===== src/rtl/input_debouncer_if.sv =====
// Debouncer signal bundle: raw switch levels in, clean levels and edge pulses out.
interface input_debouncer_if #(
    parameter int unsigned WIDTH = 3
) ();
    logic [WIDTH-1:0] sw_in;
    logic [WIDTH-1:0] a_out;
    logic [WIDTH-1:0] rise_pulse;
    logic [WIDTH-1:0] fall_pulse;

    // Board / stimulus side drives raw levels and observes clean outputs.
    modport master (
        output sw_in,
        input  a_out,
        input  rise_pulse,
        input  fall_pulse
    );

    // Debouncer side.
    modport slave (
        input  sw_in,
        output a_out,
        output rise_pulse,
        output fall_pulse
    );
endinterface


===== src/rtl/input_debouncer.sv =====
// Multi-channel counter-qualified switch debouncer with registered levels and
// single-cycle rise/fall pulses. Each channel runs its own 4-state FSM.
// Optional macro DEBOUNCE_SYNC_EN: inserts a 2-flop synchronizer per channel
// ahead of the FSM (adds 2 cycles of latency); required for real board pins.
module input_debouncer #(
    parameter int unsigned WIDTH   = 3,
    parameter int unsigned CNT_MAX = 1_000_000,
    parameter int unsigned CNT_W   = $clog2(CNT_MAX + 1)
) (
    input  logic           clk,
    input  logic           reset,
    input_debouncer_if.slave bus
);

    localparam logic [CNT_W-1:0] CNT_LAST = CNT_W'(CNT_MAX - 1);

    typedef enum logic [1:0] {
        STABLE_LO = 2'd0,
        WAIT_HI   = 2'd1,
        STABLE_HI = 2'd2,
        WAIT_LO   = 2'd3
    } state_t;

    logic [WIDTH-1:0] s_c;
    logic [WIDTH-1:0] level_c;
    state_t           state [WIDTH];
    logic [CNT_W-1:0] cnt   [WIDTH];
    logic [WIDTH-1:0] a_q;
    logic [WIDTH-1:0] rise_q;
    logic [WIDTH-1:0] fall_q;

`ifdef DEBOUNCE_SYNC_EN
    logic [WIDTH-1:0] sync_q1;
    logic [WIDTH-1:0] sync_q2;

    // Two-flop synchronizer bringing asynchronous pins into the clk domain.
    always_ff @(posedge clk or posedge reset) begin
        if (reset) begin
            sync_q1 <= '0;
            sync_q2 <= '0;
        end else begin
            sync_q1 <= bus.sw_in;
            sync_q2 <= sync_q1;
        end
    end

    assign s_c = sync_q2;
`else
    assign s_c = bus.sw_in;
`endif

    // Currently accepted level of each channel, decoded from its FSM state.
    always_comb begin
        level_c = '0;
        for (int i = 0; i < WIDTH; i++) begin
            level_c[i] = (state[i] == STABLE_HI) || (state[i] == WAIT_LO);
        end
    end

    // Per-channel debounce FSM: count consecutive differing samples, accept on the last one.
    always_ff @(posedge clk or posedge reset) begin
        if (reset) begin
            for (int i = 0; i < WIDTH; i++) begin
                state[i] <= STABLE_LO;
                cnt[i]   <= '0;
            end
            a_q    <= '0;
            rise_q <= '0;
            fall_q <= '0;
        end else begin
            for (int i = 0; i < WIDTH; i++) begin
                rise_q[i] <= 1'b0;
                fall_q[i] <= 1'b0;
                if (s_c[i] == level_c[i]) begin
                    // Matching sample (or a bounce back) abandons any pending change.
                    cnt[i]   <= '0;
                    state[i] <= level_c[i] ? STABLE_HI : STABLE_LO;
                end else if (cnt[i] == CNT_LAST) begin
                    cnt[i]    <= '0;
                    a_q[i]    <= s_c[i];
                    state[i]  <= s_c[i] ? STABLE_HI : STABLE_LO;
                    rise_q[i] <= s_c[i];
                    fall_q[i] <= ~s_c[i];
                end else begin
                    cnt[i]   <= cnt[i] + CNT_W'(1);
                    state[i] <= level_c[i] ? WAIT_LO : WAIT_HI;
                end
            end
        end
    end

    assign bus.a_out      = a_q;
    assign bus.rise_pulse = rise_q;
    assign bus.fall_pulse = fall_q;

endmodule


===== src/flat_wrapper.sv =====
// flat-port wrapper written by rule: the top's interface ports become plain ports
module input_debouncer_flat 
#(
    parameter int unsigned WIDTH   = 3,
    parameter int unsigned CNT_MAX = 1_000_000,
    parameter int unsigned CNT_W   = $clog2(CNT_MAX + 1)
)
  (clk, reset, bus_sw_in, bus_a_out, bus_rise_pulse, bus_fall_pulse);
  input_debouncer_if #(.WIDTH(WIDTH)) bus_i ();
  input  logic clk;
  input  logic reset;
  input wire logic [$bits(bus_i.sw_in)-1:0] bus_sw_in;
  output wire logic [$bits(bus_i.a_out)-1:0] bus_a_out;
  output wire logic [$bits(bus_i.rise_pulse)-1:0] bus_rise_pulse;
  output wire logic [$bits(bus_i.fall_pulse)-1:0] bus_fall_pulse;
  assign bus_i.sw_in = bus_sw_in;
  assign bus_a_out = bus_i.a_out;
  assign bus_rise_pulse = bus_i.rise_pulse;
  assign bus_fall_pulse = bus_i.fall_pulse;
  input_debouncer #(.WIDTH(WIDTH), .CNT_MAX(CNT_MAX), .CNT_W(CNT_W)) u_core (.clk(clk), .reset(reset), .bus(bus_i));
endmodule

===== config.mk =====
export PLATFORM = sky130hd
export DESIGN_NAME = input_debouncer_flat
export DESIGN_NICKNAME = d
export VERILOG_FILES = /design/src/rtl/input_debouncer_if.sv /design/src/rtl/input_debouncer.sv /design/src/flat_wrapper.sv
export SDC_FILE = /design/constraint.sdc
export NUM_CORES = 1
export LEC_CHECK = 0
export ABC_AREA = 1
export CAP_MARGIN = 20
export CORE_MARGIN = 2
export CORE_UTILIZATION = 55
export CTS_CLUSTER_SIZE = 10
export DETAILED_ROUTE_END_ITERATION = 16
export PLACE_DENSITY = 0.73
export SLEW_MARGIN = 20
export SYNTH_ARGS = -nofsm -noshare
export SYNTH_HDL_FRONTEND = slang
export SYNTH_SLANG_ARGS = --single-unit

===== constraint.sdc =====
create_clock -name clk -period 3.1 [get_ports clk]
set_input_delay 0.465 -clock clk [delete_from_list [all_inputs] [get_ports clk]]
set_output_delay 0.465 -clock clk [all_outputs]
set_load 0.02 [all_outputs]

; Yosys cells after proc, flatten, opt, wreduce, memory -nomap -nowiden
; Index checks and enable logic that the tools add are counted.
[classes]
div_mod_pow = 0
shifts = 0
bitwise_logic = 6
reduce_logical = 6
magnitude_cmp = 0
eq_ne = 12
mux = 33
addsub = 3
mul = 0
[ops]
columns = cell, count
row1 = $mux 20, 6
row2 = $add 20x1->20 const B, 3
row3 = $eq 20x20->1 const B, 3
row4 = $mux 2, 15
row5 = $eq 2x2->1 const B, 6
row6 = $mux 1, 12
row7 = $not 1->1, 6
row8 = $reduce_and 2->1, 3
row9 = $eq 1x1->1, 3
row10 = $logic_or 1x1->1, 3
[word_totals]
reg_bits = 75
romBits = 0
memories = 0
wordCells = 71
in_bits = 5
latch_bits = 0
out_inout_bits = 9
ramBits = 0

; Logic depth before layout (Yosys ltp)
[logic_depth]
word_depth = 5
mapped_depth = 9
ltp_nobuf = 9

; Least setup slack after synthesis
; Ideal clock, no wire load.
[synth_timing]
path_type = register -> register
startpoint = register u_core.cnt[40] (netlist name)
endpoint = register u_core.cnt[55] (netlist name)
t_arrival_ps = 1177
setup_ps = 120
path_stages_with_launch = 8
path_slack_ps = 1803
required_ps = 2980
synth_period_minus_slack_ps = 1297
n_path_buf = 1
path_cell_list = dfrtp_1 > ha_1 > nand3_1 > nor2_1 > nand3_2 > nand2_4 > buf_6 > nor2_1
[synth_via]
elab_chain_cells = 3
word_cells_on_any_way = 4
cone_classes = 1 x add/sub / 1 x eq/ne / 2 x mux
[synth_rtl]
columns = element, line
row1 = start: declaration, input_debouncer.sv:27  ; logic [CNT_W-1:0] cnt [WIDTH];
row2 = start signal: indexed assignment, input_debouncer.sv:85  ; cnt[i] <= cnt[i] + CNT_W'(1);
row3 = $add 20x1->20 or $eq 20x20->1 (tied branches), "input_debouncer.sv:85, input_debouncer.sv:78"
row4 = $mux 20 (*), input_debouncer.sv:78  ; end else if (cnt[i] == CNT_LAST) begin
row5 = $mux 20 (*), input_debouncer.sv:74  ; if (s_c[i] == level_c[i]) begin
; Mark *: on every way between the ends. The rest lies on a longest branch, timed or not.
; A chain may end at the register's enable or synchronous reset.

; Worst setup path after layout
[layout_timing]
startpoint = register u_core.a_q[0], in the netlist u_core.bus.a_out[0]
endpoint = output bus_a_out[0]
[layout_lines]
columns = element, line
row1 = start: declaration, input_debouncer.sv:28  ; logic [WIDTH-1:0] a_q;
row2 = start signal: indexed assignment, input_debouncer.sv:80  ; a_q[i] <= s_c[i];
row3 = end: declaration, flat_wrapper.sv:13  ; output wire logic [$bits(bus_i.a_out)-1:0] bus_a_out;
; No word-level cell between the ends.

==> results.toml <==
[clock_tree]
htree_levels = 3
insertion_delay_ns = 0.35
cts_made_buffers = 9
holdBufCountCts = 0
cts_resized = 0
cts.clk_slew.worst_paths_ns = 0.07
cts_root_buf = "clkbuf_8"
postCtsSetupBuffers = 0
cts_tree = "done"
cts_sinks = 72
clock_path_buffers = 2

[critical_path]
r2r_setup_slack_ns = 1.55
critPathSlowestCell = "clkdlybuf4s50_1"
worstPathMaxFanout = 2
critical_path_depth = 1
critPathLaunchType = "flip-flop"
crit_family = "buffers and inverters"
path_buf_inv = 1
required_ns = 2.63
cp_slowest_stage_delay_ns = 0.61
critPathArrivalTime_ns = 1.33
reg2reg_depth = 8
path_cells = "clkdlybuf4s50_1"
path_class = "flip-flop to output pin"
end_kind = "output pin"

[logic_synthesis]
synth.avg_cell_area_um2 = 7.84
seq_area_frac_synth_pct = 45.7
syn-cell-area_um2 = 3940
yosys_warnings = 0
synth_area_leader_cell = "dfrtp_1"
synth_nets = 511
synthCells = 503
synth_area_leaders = "dfrtp_1 (46%), nor2_1 (11%), nand2_1 (10%), inv_1 (4.8%), xor2_1 (4.7%)"
yosysTopAreaCellShare_pct = 45.7
synth_seq_cells = 72
post_synth_num_cell_types = 25

[layout]
fin_cells = 625
fillers = 618
multi_input_area_um2 = 1890
seqCellArea_um2 = 1800
utilization_pct = 63.3
drive_gt1_share_pct = 12.7
antenna_cells = 0
final_nets = 532
syn2layout_area_growth_pct = 10.3

[detailed_routing]
dr.pass1.iters = 4
avgRoutedWirePerCell_um = 11.7
antenna_left = 0
vias = 3104
dr.first_iter.drc_count = 136
detail_route.wirelength_um = 7330
drc = 0
vias_per_cell = 4.97

[die]
die_h_um = 88.7
io_pins = 14
start_util_pct = 57.4
fp-row-count = 30
die_w_um = 88.7
die_area_um2 = 7860
core_um2 = 6870

[place]
dp_hpwl_um = 5360
dp_cells = 609
io_buffers = 13
globalplace.congestion = 0.914

[power_and_ir_drop]
peakVddDrop_mv = 0.274
powerDensity_nw_per_um2 = 391
total_power_uw = 1700
power.leakage_uw = 0.00190

[hold_path]
worstHoldPathType = "flip-flop to flip-flop"
min_path_cells = 1

[sta]
fin_crit_sh_pct = 57.8
min_period_ns = 1.79
slew_headroom_pct = 73.6
fmax_mhz = 558
fin_skew_ns = 0.0111
tightest_slew_ns = 0.394
slew_violations = 0
setup_viol = 0
rsz0062_at_grt = "no"
fin_setup_tns_ns = 0
hold_viol = 0

[job]
maxCapViolations = 0

[global_route]
grt_pass1_vias = 2927
grt_usage_pct = 21.2
overflow = 0
antenna_found_initial = 0
grt_pass1_wl_um = 12900
grt_max_degree = 73

[outcome]
status = "completed"
-- cell usage after synthesis --
| library cell | count |
|---|---|
| nand3_2 | 5 |
| nand2_1 | 108 |
| xor2_1 | 21 |
| nor2_1 | 114 |
| buf_6 | 4 |
| nand3_1 | 25 |
| xnor2_1 | 11 |
| inv_2 | 5 |
| nor3_2 | 2 |
| dfrtp_1 | 72 |
| inv_1 | 50 |
| nor4_1 | 1 |
| xnor2_2 | 2 |
| ha_1 | 3 |
| nand4_1 | 10 |
| nand2_4 | 1 |
| a31oi_1 | 1 |
| o21ai_0 | 8 |
| nor2_4 | 7 |
| and2_1 | 1 |
| nor3_1 | 18 |
| nor2_2 | 15 |
| nand3b_1 | 2 |
| a21oi_1 | 5 |
| nand2_2 | 12 |
-- cells in the final DEF (no fill, tap or decap) --
| cell type | instances |
|---|---|
| a21oi_1 | 5 |
| a31oi_1 | 1 |
| and2_1 | 1 |
| buf_12 | 1 |
| clkbuf_8 | 9 |
| clkdlybuf4s50_1 | 13 |
| clkinv_2 | 1 |
| clkinv_4 | 2 |
| clkinvlp_4 | 2 |
| dfrtp_1 | 72 |
| ha_1 | 3 |
| inv_1 | 49 |
| inv_2 | 6 |
| inv_6 | 2 |
| nand2_1 | 108 |
| nand2_2 | 12 |
| nand2_4 | 1 |
| nand3_1 | 25 |
| nand3_2 | 5 |
| nand3b_1 | 2 |
| nand4_1 | 10 |
| nor2_1 | 114 |
| nor2_2 | 15 |
| nor2_4 | 7 |
| nor3_1 | 18 |
| nor3_2 | 2 |
| nor4_1 | 1 |
| o21ai_0 | 8 |
| xnor2_1 | 11 |
| xnor2_2 | 2 |
| xor2_1 | 21 |
-- per-layer routing --
layer	up-vias	share of wire (%)	track usage (%)
met5	-	0	0
met4	0	1.7	8.40
met3	10	3.5	3.64
met2	48	45	33.2
met1	1442	50	29.4
li1	1604	-	-
-- flip-flops by register name, indices dropped and copies added (netlist names) --
| signal | flops |
|---|---|
| u_core.cnt | 60 |
| u_core.bus.a_out | 3 |
| u_core.bus.fall_pulse | 3 |
| u_core.bus.rise_pulse | 3 |
| u_core.state | 3 |
-- cell families after synthesis --
kind of cell	Yosys count	synth area share, %
AND/OR/NAND/NOR	321	37.2
flip-flops	72	45.7
buffers and inverters	59	6.38
XOR/XNOR	34	7.93
AO/OA/AOI/OAI	14	1.81
adder cells (fa/ha/maj)	3	0.952
-- final cells by class --
class                   instances  area share, %
well taps                      96           2.76
inverters                      55           4.75
flip-flops and latches         72           41.5
repair buffers                 14           3.45
clock buffers                   9           2.85
clock inverters                 7           1.27
multi-input cells             372           43.5
-- worst paths after layout --
| path | from | endpoint |
|---|---|---|
| max in group asynchronous | reset | u_core.cnt[41]$_DFF_PP0_ |
| worst min register to register | u_core.cnt[0]$_DFF_PP0_ | u_core.cnt[0]$_DFF_PP0_ |
| worst min-delay path | u_core.cnt[0]$_DFF_PP0_ | u_core.cnt[0]$_DFF_PP0_ |
| worst max register to register | u_core.cnt[20]$_DFF_PP0_ | u_core.cnt[37]$_DFF_PP0_ |
| min in group asynchronous | reset | u_core.bus.a_out[2]$_DFFE_PP0P_ |
| worst max-delay path | u_core.bus.a_out[0]$_DFFE_PP0P_ | bus_a_out[0] |
-- stage by stage --
step,hold slack [ns],cell area [µm²],setup WS (ns)
floorplan,0.429,3940,0.810
global placement,0.452,4170,1.19
detailed placement,0.457,4170,1.13
CTS,0.468,4350,1.30
global route,0.484,4350,1.26
finish,0.465,4350,1.31
-- power breakdown --
group	switching (µW)	internal, µW	total, µW
registers	8.30	949	957
clock network	372	297	669
logic	49.6	22.5	72.1
No activity file was read; power rests on OpenSTA's default activity.
